$ cat config.mk
export PLATFORM = sky130hd
export DESIGN_NAME = goldschmidt_seq
export DESIGN_NICKNAME = d
export VERILOG_FILES = /design/src/rtl/goldschmidt_seq.sv
export SDC_FILE = /design/constraint.sdc
export NUM_CORES = 1
export LEC_CHECK = 0
export ABC_CLOCK_PERIOD_IN_PS = 3350
export BUFFER_PORTS_ARGS = -buffer_cell sky130_fd_sc_hd__buf_2
export CORE_ASPECT_RATIO = 1.1
export CORE_MARGIN = 8
export CORE_UTILIZATION = 40
export DETAILED_ROUTE_END_ITERATION = 7
export MAX_ROUTING_LAYER = met4
export PLACE_DENSITY = 0.69
export SYNTH_ARGS = -nofsm -noshare
export SYNTH_HDL_FRONTEND = slang
export SYNTH_SLANG_ARGS = --single-unit
export TNS_END_PERCENT = 30
$ cat constraint.sdc
create_clock -name clk -period 3.35 [get_ports clk]
set_clock_uncertainty 0.05 [all_clocks]
set_input_delay 0.1675 -clock clk [delete_from_list [all_inputs] [get_ports clk]]
set_output_delay 0.1675 -clock clk [all_outputs]
set_load 0.1 [all_outputs]
$ cat src/rtl/goldschmidt_seq.sv
`default_nettype none
// ============================================================================
//  Module      : goldschmidt_seq
//  Description : Handshaked sequencer for the shared Goldschmidt divider
//                datapath. Accepts one divide request on a valid/ready
//                channel, registers the operands, steps the datapath through
//                its init and refinement cycles via mode/stage selects,
//                captures the quotient and offers it on a valid/ready result
//                channel with backpressure.
//  Revision    : 1.0 - initial release
// ----------------------------------------------------------------------------
//  Parameters
//    WIDTH  operand / quotient width (fixed point, matches datapath)
//    ITERS  refinement iterations (>= 1), each one N cycle plus one D cycle
//
//  Ports
//    clk             clock
//    reset           synchronous, active-high reset
//    in_valid        request valid
//    in_ready        sequencer can accept a request (IDLE only)
//    in_num          normalised numerator
//    in_den          normalised denominator
//    dp_mode         datapath mode : 0 = multiply by k0, 1 = multiply by k
//    dp_stage        datapath stage: 0 = update n,       1 = update d,k
//    dp_numerator    registered numerator to datapath
//    dp_denominator  registered denominator to datapath
//    dp_quotient     datapath n register (quotient estimate)
//    out_valid       result valid
//    out_ready       consumer accepts result
//    out_quotient    captured quotient
//    out_dbz         divide-by-zero flag for this result
//    busy            high in any state other than IDLE
//
//  Timing (acceptance cycle = cycle 0)
//    cycle 1              INIT_N   (0,0)
//    cycle 2              INIT_D   (0,1)
//    cycles 3..2+2*ITERS  ITER_N (1,0) / ITER_D (1,1) pairs
//    cycle 3+2*ITERS      DONE, out_valid high
//    divide by zero       DONE in cycle 1, no datapath cycles
// ============================================================================
module goldschmidt_seq #(
  parameter int WIDTH = 29,
  parameter int ITERS = 6
) (
  input  logic             clk,
  input  logic             reset,
  input  logic             in_valid,
  output logic             in_ready,
  input  logic [WIDTH-1:0] in_num,
  input  logic [WIDTH-1:0] in_den,
  output logic             dp_mode,
  output logic             dp_stage,
  output logic [WIDTH-1:0] dp_numerator,
  output logic [WIDTH-1:0] dp_denominator,
  input  logic [WIDTH-1:0] dp_quotient,
  output logic             out_valid,
  input  logic             out_ready,
  output logic [WIDTH-1:0] out_quotient,
  output logic             out_dbz,
  output logic             busy
);

  localparam int                 ITC_W    = $clog2(ITERS + 1);
  localparam logic [ITC_W-1:0]   LAST_ITC = ITC_W'(ITERS - 1);

  typedef enum logic [2:0] {
    S_IDLE   = 3'd0,
    S_INIT_N = 3'd1,
    S_INIT_D = 3'd2,
    S_ITER_N = 3'd3,
    S_ITER_D = 3'd4,
    S_DONE   = 3'd5
  } state_t;

  state_t           r_state;
  logic [ITC_W-1:0] r_itc;

  // All outputs are registered. The selects, in_ready and busy are loaded
  // with the decode of the state being entered, so at every cycle they equal
  // a pure function of the current state:
  //   IDLE/DONE (1,1)  INIT_N (0,0)  INIT_D (0,1)  ITER_N (1,0)  ITER_D (1,1)
  // (1,1) in IDLE/DONE holds the datapath n register so an idle datapath
  // never disturbs n.
  always_ff @(posedge clk) begin
    if (reset) begin
      r_state        <= S_IDLE;
      r_itc          <= '0;
      out_valid      <= 1'b0;
      out_quotient   <= '0;
      out_dbz        <= 1'b0;
      dp_numerator   <= '0;
      dp_denominator <= '0;
      dp_mode        <= 1'b1;
      dp_stage       <= 1'b1;
      in_ready       <= 1'b1;
      busy           <= 1'b0;
    end else begin
      case (r_state)
        S_IDLE: begin
          // in_ready is high throughout IDLE, so in_valid alone completes
          // the handshake here.
          if (in_valid) begin
            in_ready <= 1'b0;
            busy     <= 1'b1;
            if (in_den != '0) begin
              dp_numerator   <= in_num;
              dp_denominator <= in_den;
              r_itc          <= '0;
              r_state        <= S_INIT_N;
              dp_mode        <= 1'b0;
              dp_stage       <= 1'b0;
            end else begin
              // Zero divisor: saturate, flag, and skip the datapath
              // entirely. Selects remain at the hold encoding.
              r_state      <= S_DONE;
              out_quotient <= '1;
              out_dbz      <= 1'b1;
              out_valid    <= 1'b1;
            end
          end
        end

        S_INIT_N: begin
          r_state  <= S_INIT_D;
          dp_mode  <= 1'b0;
          dp_stage <= 1'b1;
        end

        S_INIT_D: begin
          r_state  <= S_ITER_N;
          dp_mode  <= 1'b1;
          dp_stage <= 1'b0;
        end

        S_ITER_N: begin
          r_state  <= S_ITER_D;
          dp_mode  <= 1'b1;
          dp_stage <= 1'b1;
        end

        S_ITER_D: begin
          if (r_itc == LAST_ITC) begin
            // n was last written on the ITER_N edge, so the value visible
            // during this final ITER_D cycle is the finished quotient.
            r_state      <= S_DONE;
            out_quotient <= dp_quotient;
            out_dbz      <= 1'b0;
            out_valid    <= 1'b1;
            dp_mode      <= 1'b1;
            dp_stage     <= 1'b1;
          end else begin
            r_itc    <= r_itc + 1'b1;
            r_state  <= S_ITER_N;
            dp_mode  <= 1'b1;
            dp_stage <= 1'b0;
          end
        end

        S_DONE: begin
          // Result and flag are held until the consumer takes them.
          if (out_ready) begin
            out_valid <= 1'b0;
            r_state   <= S_IDLE;
            in_ready  <= 1'b1;
            busy      <= 1'b0;
          end
        end

        default: begin
          r_state   <= S_IDLE;
          r_itc     <= '0;
          out_valid <= 1'b0;
          dp_mode   <= 1'b1;
          dp_stage  <= 1'b1;
          in_ready  <= 1'b1;
          busy      <= 1'b0;
        end
      endcase
    end
  end

endmodule
`default_nettype wire

==> results of run 1 <==
## synth_stat cells
master                        n
sky130_fd_sc_hd__nand2_1    126
sky130_fd_sc_hd__dfxtp_1     99
sky130_fd_sc_hd__mux2i_1     59
sky130_fd_sc_hd__inv_1       34
sky130_fd_sc_hd__a211oi_1    31
sky130_fd_sc_hd__o22ai_1     31
sky130_fd_sc_hd__clkbuf_1    26
sky130_fd_sc_hd__a21oi_1      8
sky130_fd_sc_hd__o21ai_0      8
sky130_fd_sc_hd__nor2_1       7
sky130_fd_sc_hd__nor4_1       7
sky130_fd_sc_hd__buf_2        5
sky130_fd_sc_hd__nor2b_1      4
sky130_fd_sc_hd__a31oi_1      3
sky130_fd_sc_hd__buf_4        3
sky130_fd_sc_hd__buf_6        3
sky130_fd_sc_hd__nand3_1      3
sky130_fd_sc_hd__a2bb2oi_1    2
sky130_fd_sc_hd__and4_1       2
sky130_fd_sc_hd__ha_1         2
sky130_fd_sc_hd__xor2_1       2
sky130_fd_sc_hd__a211o_1      1
sky130_fd_sc_hd__a21boi_0     1
sky130_fd_sc_hd__a21o_1       1
sky130_fd_sc_hd__a21oi_2      1
sky130_fd_sc_hd__a22oi_1      1
sky130_fd_sc_hd__a32oi_1      1
sky130_fd_sc_hd__and3_1       1
sky130_fd_sc_hd__and4b_1      1
sky130_fd_sc_hd__clkinv_1     1
sky130_fd_sc_hd__nand2b_1     1
sky130_fd_sc_hd__nor2_2       1
sky130_fd_sc_hd__nor3_1       1
sky130_fd_sc_hd__nor3_4       1
sky130_fd_sc_hd__o2111a_1     1
sky130_fd_sc_hd__o221ai_1     1
sky130_fd_sc_hd__o311ai_0     1
sky130_fd_sc_hd__o311ai_1     1
sky130_fd_sc_hd__o31ai_1      1
## critical path, cell delays in order, from the launching register on
cell and delay, ps:
sky130_fd_sc_hd__dfxtp_1 470, sky130_fd_sc_hd__nor3_4 320, sky130_fd_sc_hd__nand2_1 140, sky130_fd_sc_hd__a21oi_4 510, sky130_fd_sc_hd__buf_12 370, sky130_fd_sc_hd__mux2i_1 260
## power by group
part | switching [mW] | leakage (nW) | internal [mW]
logic | 0.801 | 1.60 | 0.233
clock network | 0.426 | 0.145 | 0.649
registers | 0.0588 | 0.809 | 1.26
total | 1.29 | 2.55 | 2.14
## metrics by stage
| stage | utilization | worst slack [ps] | instances | hold WS [ps] |
|---|---|---|---|---|
| floorplan | - | 1730 | 483 | 260 |
| global placement | 0.504 | 1240 | 778 | 364 |
| detailed placement | 0.504 | 1150 | 778 | 375 |
| CTS | 0.534 | 1130 | 792 | 6.25 |
| global route | 0.534 | 965 | 792 | 9.27 |
| finish | 0.534 | 1120 | 792 | 21.4 |
## worst paths after layout
check	slack, ps	end	startpoint
setup / recovery	1120	dp_denominator[3]	r_state[2]
hold / removal	20	dp_numerator[4]	in_num[4]
setup reg to reg	1120	dp_denominator[3]	r_state[2]
hold reg to reg	410	dp_denominator[2]	dp_denominator[2]
## state kept, by name, summed over array words and instances (netlist names), 3 cells and up
signal / cells
r_state: 3
r_itc: 3
dp_numerator: 29
dp_denominator: 29
out_quotient: 29
## cell type report
type / count / area, µm² / area share
clock buffer: 10 / 229 / 0.0415
clock inverter: 4 / 76.3 / 0.0138
inverter: 35 / 133 / 0.0240
multi-input combinational: 312 / 1930 / 0.350
sequential: 99 / 1980 / 0.359
tap: 143 / 179 / 0.0324
timing repair buffer: 189 / 986 / 0.179
## kinds of logic (layout without fill, tap and decap cells)
group,count (synthesis),in the layout,share of synthesized area
flip-flops,99,99,0.470
XOR/XNOR,2,2,0.00416
AND/OR/NAND/NOR,155,155,0.154
multiplexers,59,59,0.140
buffers and inverters,72,238,0.0737
AO/OA/AOI/OAI,94,94,0.151
adder cells (fa/ha/maj),2,2,0.00594
## routing by layer
layer | up-vias | wire, µm | global-route usage
met1 | 1764 | 5260 | 0.195
met5 | - | 0 | -
met2 | 156 | 5580 | 0.266
met3 | 13 | 927 | 0.0538
met4 | 0 | 145 | 0.0666
li1 | 1984 | - | -
==> impl_metrics.prom, run 1 <==
# TYPE chip_impl_metric gauge
chip_impl_info{name="status",value="finished, final reports clean"} 1
chip_impl_metric{name="detail-route-antenna-nets",unit=""} 0
chip_impl_metric{name="postSynthNetCount",unit=""} 576
chip_impl_metric{name="worst_ep_required_time",unit="ps"} 3560
chip_impl_metric{name="timing.setup.tns",unit="ps"} 0
chip_impl_metric{name="final_report_setup_violation_count",unit=""} 0
chip_impl_info{name="cts-root-buf",value="sky130_fd_sc_hd__clkbuf_16"} 1
chip_impl_metric{name="r2r_cells",unit=""} 5
chip_impl_metric{name="grt_first_pass_wirelength",unit="mm"} 18.5
chip_impl_metric{name="total_routed_wirelength",unit="mm"} 11.9
chip_impl_metric{name="min_delay_path_depth",unit=""} 3
chip_impl_metric{name="finish.instance_area",unit="µm²"} 5520
chip_impl_metric{name="cts.reportedPaths.clkPinSlew",unit="ps"} 70
chip_impl_metric{name="synth_top_area_frac",unit=""} 0.470
chip_impl_info{name="most_frequent_standard_cell_in_the_layout_excluding_fill_and_tap_cells",value="sky130_fd_sc_hd__buf_2"} 1
chip_impl_metric{name="grt_antenna_before_repair",unit=""} 0
chip_impl_metric{name="power_per_cell_area",unit="nW/µm²"} 621
chip_impl_metric{name="timing_worst_slew_pin_value",unit="ps"} 857
chip_impl_metric{name="detailroute.via_count",unit=""} 3917
chip_impl_info{name="min-delay-path-class",value="in2reg"} 1
chip_impl_info{name="layout_common_cells",value="sky130_fd_sc_hd__buf_2 (183), sky130_fd_sc_hd__nand2_1 (126), sky130_fd_sc_hd__dfxtp_1 (99)"} 1
chip_impl_metric{name="final_hold_viol_count",unit=""} 0
chip_impl_metric{name="leakage_power_summed_over_all_cells",unit="nW"} 2.55
chip_impl_info{name="cts_tree",value="yes"} 1
chip_impl_metric{name="hpwl",unit="mm"} 8.80
chip_impl_metric{name="die_h",unit="µm"} 124
chip_impl_metric{name="buffer_ports.inserted",unit=""} 183
chip_impl_metric{name="overflow",unit=""} 0
chip_impl_metric{name="antenna-diode-count",unit=""} 0
chip_impl_metric{name="cts_repair_resize_count",unit=""} 0
chip_impl_metric{name="first_global_vias",unit=""} 3899
chip_impl_metric{name="design_power_total",unit="mW"} 3.43
chip_impl_metric{name="n_fill_cell",unit=""} 1016
chip_impl_metric{name="cp.arrival",unit="ps"} 2440
chip_impl_metric{name="via_per_inst",unit=""} 4.95
chip_impl_metric{name="yosys_register_bits",unit=""} 99
chip_impl_metric{name="placementRows",unit=""} 39
chip_impl_metric{name="vdd_drop_max",unit="mV"} 0.290
chip_impl_info{name="grt_setup_unrepaired",value="no"} 1
chip_impl_metric{name="die-area",unit="µm²"} 14100
chip_impl_metric{name="timing.fmax",unit="MHz"} 449
chip_impl_metric{name="final_nets",unit=""} 739
chip_impl_metric{name="period_needed",unit="ps"} 2230
chip_impl_metric{name="cts.htree.levels",unit=""} 3
chip_impl_metric{name="grt_start_max_net_pins",unit=""} 68
chip_impl_info{name="timing.critical_path.to_type",value="register"} 1
chip_impl_metric{name="synth-seq-area-share",unit=""} 0.470
chip_impl_metric{name="drv_cap",unit=""} 0
chip_impl_info{name="timing_worst_setup_path_type",value="reg2reg"} 1
chip_impl_metric{name="drc",unit=""} 0
chip_impl_metric{name="clock_insertion_delay_worst_skew",unit="ps"} 340
chip_impl_metric{name="detailed_route_wire_length_per_cell",unit="µm"} 15.0
chip_impl_metric{name="drive_above_1_share",unit=""} 0.319
chip_impl_metric{name="relSlewSlack",unit=""} 0.429
chip_impl_metric{name="synth_cells",unit=""} 483
chip_impl_metric{name="cts_max_path_buffers",unit=""} 2
chip_impl_metric{name="die_width",unit="µm"} 114
chip_impl_metric{name="drtIter0Drc",unit=""} 223
chip_impl_metric{name="clock_sinks",unit=""} 99
chip_impl_metric{name="crit_fanout",unit=""} 45
chip_impl_info{name="ys_top_cells_by_area",value="sky130_fd_sc_hd__dfxtp_1 (47%), sky130_fd_sc_hd__mux2i_1 (14%), sky130_fd_sc_hd__nand2_1 (11%)"} 1
chip_impl_metric{name="areaGrowthSynthToFinish",unit="%"} 31.0
chip_impl_metric{name="ios",unit=""} 184
chip_impl_metric{name="synthesis.area_per_instance",unit="µm²"} 8.72
chip_impl_info{name="yosys.area.top_type",value="sky130_fd_sc_hd__dfxtp_1"} 1
chip_impl_metric{name="initial_utilization",unit=""} 0.407
chip_impl_metric{name="count_of_distinct_cell_types_in_the_synthesized_netlist",unit=""} 39
chip_impl_metric{name="min_period_over_period",unit=""} 0.665
chip_impl_metric{name="placedInstanceArea",unit="µm²"} 5210
chip_impl_metric{name="cell_area_after_technology_mapping",unit="µm²"} 4210
chip_impl_metric{name="grt_util_all_layers",unit=""} 0.168
chip_impl_metric{name="cts_buffers",unit=""} 9
chip_impl_metric{name="drt_pass1_iterations",unit=""} 4
chip_impl_metric{name="cts.hold.buffers_added",unit=""} 0
chip_impl_metric{name="slew_viol_final",unit=""} 0
chip_impl_info{name="worstSetupStartpointType",value="register"} 1
chip_impl_metric{name="post_cts_buffers",unit=""} 0
chip_impl_metric{name="fp.coreArea",unit="µm²"} 10300
chip_impl_metric{name="ys_warn_count",unit=""} 0
chip_impl_metric{name="gp_congestion",unit=""} 0.881
Note: power is estimated with default switching activity, not from simulation.
==> run 2: changes to the inputs <==
--- a/config.mk
+++ b/config.mk
@@ -5,7 +5,7 @@
 export SDC_FILE = /design/constraint.sdc
 export NUM_CORES = 1
 export LEC_CHECK = 0
-export ABC_CLOCK_PERIOD_IN_PS = 3350
+export ABC_CLOCK_PERIOD_IN_PS = 2300
 export BUFFER_PORTS_ARGS = -buffer_cell sky130_fd_sc_hd__buf_2
 export CORE_ASPECT_RATIO = 1.1
 export CORE_MARGIN = 8
==> constraint.sdc (replaced) <==
create_clock -name clk -period 2.3 [get_ports clk]
set_clock_uncertainty 0.05 [all_clocks]
set_input_delay 0.115 -clock clk [delete_from_list [all_inputs] [get_ports clk]]
set_output_delay 0.115 -clock clk [all_outputs]
set_load 0.1 [all_outputs]
==> run 2 against run 1 <==
Net effect:
- register-to-register slack worse by 680 ps
- via count up 7.5%
- clock power up 52%
- sequential power up 45%
- hold slack worse by 18 ps
- non-clock buffer count up 56
- utilization up 5.6 points
- design area up 10%
- cell count up 7.6%
- setup slack worse by 990 ps
- sequential share of layout area down 3.4 points
- sequential cell count unchanged
- highest routed layer unchanged
==> impl_metrics.prom, run 2 (synthesis results as in run 1) <==
# TYPE chip_impl_metric gauge
chip_impl_info{name="status",value="finished, final reports clean"} 1
chip_impl_metric{name="cts.reportedPaths.clkPinSlew",unit="ps"} 70
chip_impl_metric{name="gp_congestion",unit=""} 0.869
chip_impl_info{name="min-delay-path-class",value="in2reg"} 1
chip_impl_metric{name="internal_power",unit="mW"} 3.20
chip_impl_metric{name="power_per_cell_area",unit="nW/µm²"} 843
chip_impl_metric{name="sw_ratio",unit=""} 0.378
chip_impl_metric{name="grt_start_max_net_pins",unit=""} 82
chip_impl_info{name="worstSetupStartpointType",value="primary input"} 1
chip_impl_metric{name="cts_buffers",unit=""} 9
chip_impl_metric{name="total_routed_wirelength",unit="mm"} 13.0
chip_impl_metric{name="timing.setup.tns",unit="ps"} 0
chip_impl_metric{name="final_nets",unit=""} 795
chip_impl_metric{name="cts_repair_resize_count",unit=""} 0
chip_impl_metric{name="crit_fanout",unit=""} 30
chip_impl_metric{name="detail-route-antenna-nets",unit=""} 0
chip_impl_metric{name="pwr-share-seq",unit=""} 0.372
chip_impl_info{name="worstPathCellList",value="dlygate4sd3_1 -> buf_2 -> nor4_1 -> and4_1 -> a31oi_2 -> buf_4 -> a211oi_1"} 1
chip_impl_metric{name="multi_input_comb_area",unit="µm²"} 1930
chip_impl_metric{name="drc",unit=""} 0
chip_impl_metric{name="vdd_drop_max",unit="mV"} 0.435
chip_impl_metric{name="min_period_over_period",unit=""} 0.944
chip_impl_metric{name="overflow",unit=""} 0
chip_impl_info{name="most_frequent_standard_cell_in_the_layout_excluding_fill_and_tap_cells",value="sky130_fd_sc_hd__buf_2"} 1
chip_impl_metric{name="comb_power_share",unit=""} 0.311
chip_impl_metric{name="drt_pass1_iterations",unit=""} 4
chip_impl_metric{name="worst_ep_required_time",unit="ps"} 2500
chip_impl_metric{name="timing.fmax",unit="MHz"} 461
chip_impl_metric{name="buffer_ports.inserted",unit=""} 183
chip_impl_metric{name="timing_worst_slew_pin_value",unit="ps"} 554
chip_impl_metric{name="drive_above_1_share",unit=""} 0.300
chip_impl_metric{name="die-area",unit="µm²"} 14100
chip_impl_info{name="timing.critical_path.to_type",value="register"} 1
chip_impl_metric{name="cp_slowest_stage_delay",unit="ps"} 530
chip_impl_metric{name="detailroute.via_count",unit=""} 4210
chip_impl_metric{name="leakage_power_summed_over_all_cells",unit="nW"} 2.80
chip_impl_metric{name="final_setup_slack_of_the_worst_path",unit="ps"} 130
chip_impl_metric{name="detailed_route_wire_length_per_cell",unit="µm"} 15.2
chip_impl_metric{name="grt_antenna_before_repair",unit=""} 1
chip_impl_metric{name="p_switching",unit="mW"} 1.94
chip_impl_info{name="critical_path.top_delay_family",value="buffers and inverters"} 1
chip_impl_metric{name="design_power_total",unit="mW"} 5.14
chip_impl_info{name="cts_tree",value="yes"} 1
chip_impl_metric{name="post-place-ws",unit="ps"} 425
chip_impl_metric{name="clock_sinks",unit=""} 99
chip_impl_metric{name="initial_utilization",unit=""} 0.407
chip_impl_metric{name="area.sequential",unit="µm²"} 1980
chip_impl_metric{name="final_core_util",unit=""} 0.590
chip_impl_metric{name="clock_insertion_delay_worst_skew",unit="ps"} 330
chip_impl_metric{name="slew_viol_final",unit=""} 0
chip_impl_metric{name="ios",unit=""} 184
chip_impl_metric{name="n_fill_cell",unit=""} 877
chip_impl_metric{name="via_per_inst",unit=""} 4.94
chip_impl_metric{name="cts_max_path_buffers",unit=""} 2
chip_impl_info{name="timing_worst_setup_path_type",value="in2reg"} 1
chip_impl_metric{name="cts.htree.levels",unit=""} 3
chip_impl_metric{name="first_global_vias",unit=""} 4286
chip_impl_metric{name="rrSetupSlack",unit="ps"} 440
chip_impl_metric{name="cp.arrival",unit="ps"} 2370
chip_impl_metric{name="drtIter0Drc",unit=""} 227
chip_impl_metric{name="grt_util_all_layers",unit=""} 0.184
chip_impl_metric{name="finish.instance_area",unit="µm²"} 6100
chip_impl_metric{name="drv_cap",unit=""} 0
chip_impl_metric{name="hpwl",unit="mm"} 8.73
chip_impl_info{name="critical_path.slowest_cell",value="sky130_fd_sc_hd__dlygate4sd3_1"} 1
chip_impl_metric{name="die_h",unit="µm"} 124
chip_impl_metric{name="period_needed",unit="ps"} 2170
chip_impl_metric{name="die_width",unit="µm"} 114
chip_impl_info{name="layout_common_cells",value="sky130_fd_sc_hd__buf_2 (183), sky130_fd_sc_hd__nand2_1 (126), sky130_fd_sc_hd__dfxtp_1 (99)"} 1
chip_impl_info{name="reg_top3",value="dp_denominator x29, dp_numerator x29, out_quotient x29"} 1
chip_impl_info{name="grt_setup_unrepaired",value="no"} 1
chip_impl_metric{name="final_hold_viol_count",unit=""} 0
chip_impl_metric{name="clock_power_share",unit=""} 0.317
chip_impl_metric{name="relSlewSlack",unit=""} 0.627
chip_impl_metric{name="fp.coreArea",unit="µm²"} 10300
chip_impl_metric{name="path_buf_inv",unit=""} 3
chip_impl_metric{name="placedInstanceArea",unit="µm²"} 5230
chip_impl_metric{name="placementRows",unit=""} 39
chip_impl_metric{name="areaGrowthSynthToFinish",unit="%"} 44.8
chip_impl_info{name="cts-root-buf",value="sky130_fd_sc_hd__clkbuf_16"} 1
chip_impl_metric{name="final_report_setup_violation_count",unit=""} 0
chip_impl_metric{name="grt_first_pass_wirelength",unit="mm"} 20.6
## run 2: path summary, 6_finish.rpt
path	from	to	cells after the start
setup reg to reg	r_state[2]	dp_numerator[15]	5
setup / recovery	in_den[1]	out_quotient[7]	7
hold / removal	in_den[11]	dp_denominator[11]	3
hold reg to reg	dp_denominator[27]	dp_denominator[27]	2
## run 2: layout make-up
class | count | area share
diodes | 2 | 0.000821
clock buffers | 9 | 0.0369
clock inverters | 7 | 0.0162
inverters | 35 | 0.0217
multi-input cells | 312 | 0.317
flip-flops and latches | 99 | 0.325
well taps | 143 | 0.0293
repair buffers | 245 | 0.253
## run 2: what timing repair did
action / in CTS / in global routing
endpoints found under the hold margin: 54 / 0
hold buffers: 54 / 0
setup buffers: 0 / 0
## run 2: power groups by stage
| stage | Clock [mW] | Sequential, mW | Combinational [mW] |
|---|---|---|---|
| 2_1_floorplan | 0 | 2.73 | 0.445 |
| 3_5_place_dp | 0 | 1.94 | 1.53 |
| 4_1_cts | 1.67 | 1.91 | 1.60 |
| 6_report | 1.63 | 1.91 | 1.60 |
| 3_3_place_gp | 0 | 1.94 | 1.51 |
| 5_1_grt | 1.73 | 1.92 | 1.68 |
## run 2: routing by layer
metal,global-route usage,routed length [µm],vias to the layer above
li1,-,-,2102
met5,-,0,-
met2,0.301,6300,161
met1,0.212,5460,1919
met3,0.0456,949,28
met4,0.0833,288,0
## run 2: per-stage QoR
step / std cells / hold slack [ps]
3_3_place_gp: 780 / 309
5_1_grt: 851 / 12.6
2_1_floorplan: 483 / 207
3_5_place_dp: 780 / 317
6_report: 852 / 3.40
4_1_cts: 850 / 0.878
## run 2: worst register-to-register path, cell delays in order, from the launching register on
cell and delay (ps):
sky130_fd_sc_hd__dfxtp_1 460, sky130_fd_sc_hd__nor3_4 320, sky130_fd_sc_hd__nand2_1 150, sky130_fd_sc_hd__a21oi_4 150
sky130_fd_sc_hd__buf_12 340, sky130_fd_sc_hd__mux2i_1 320
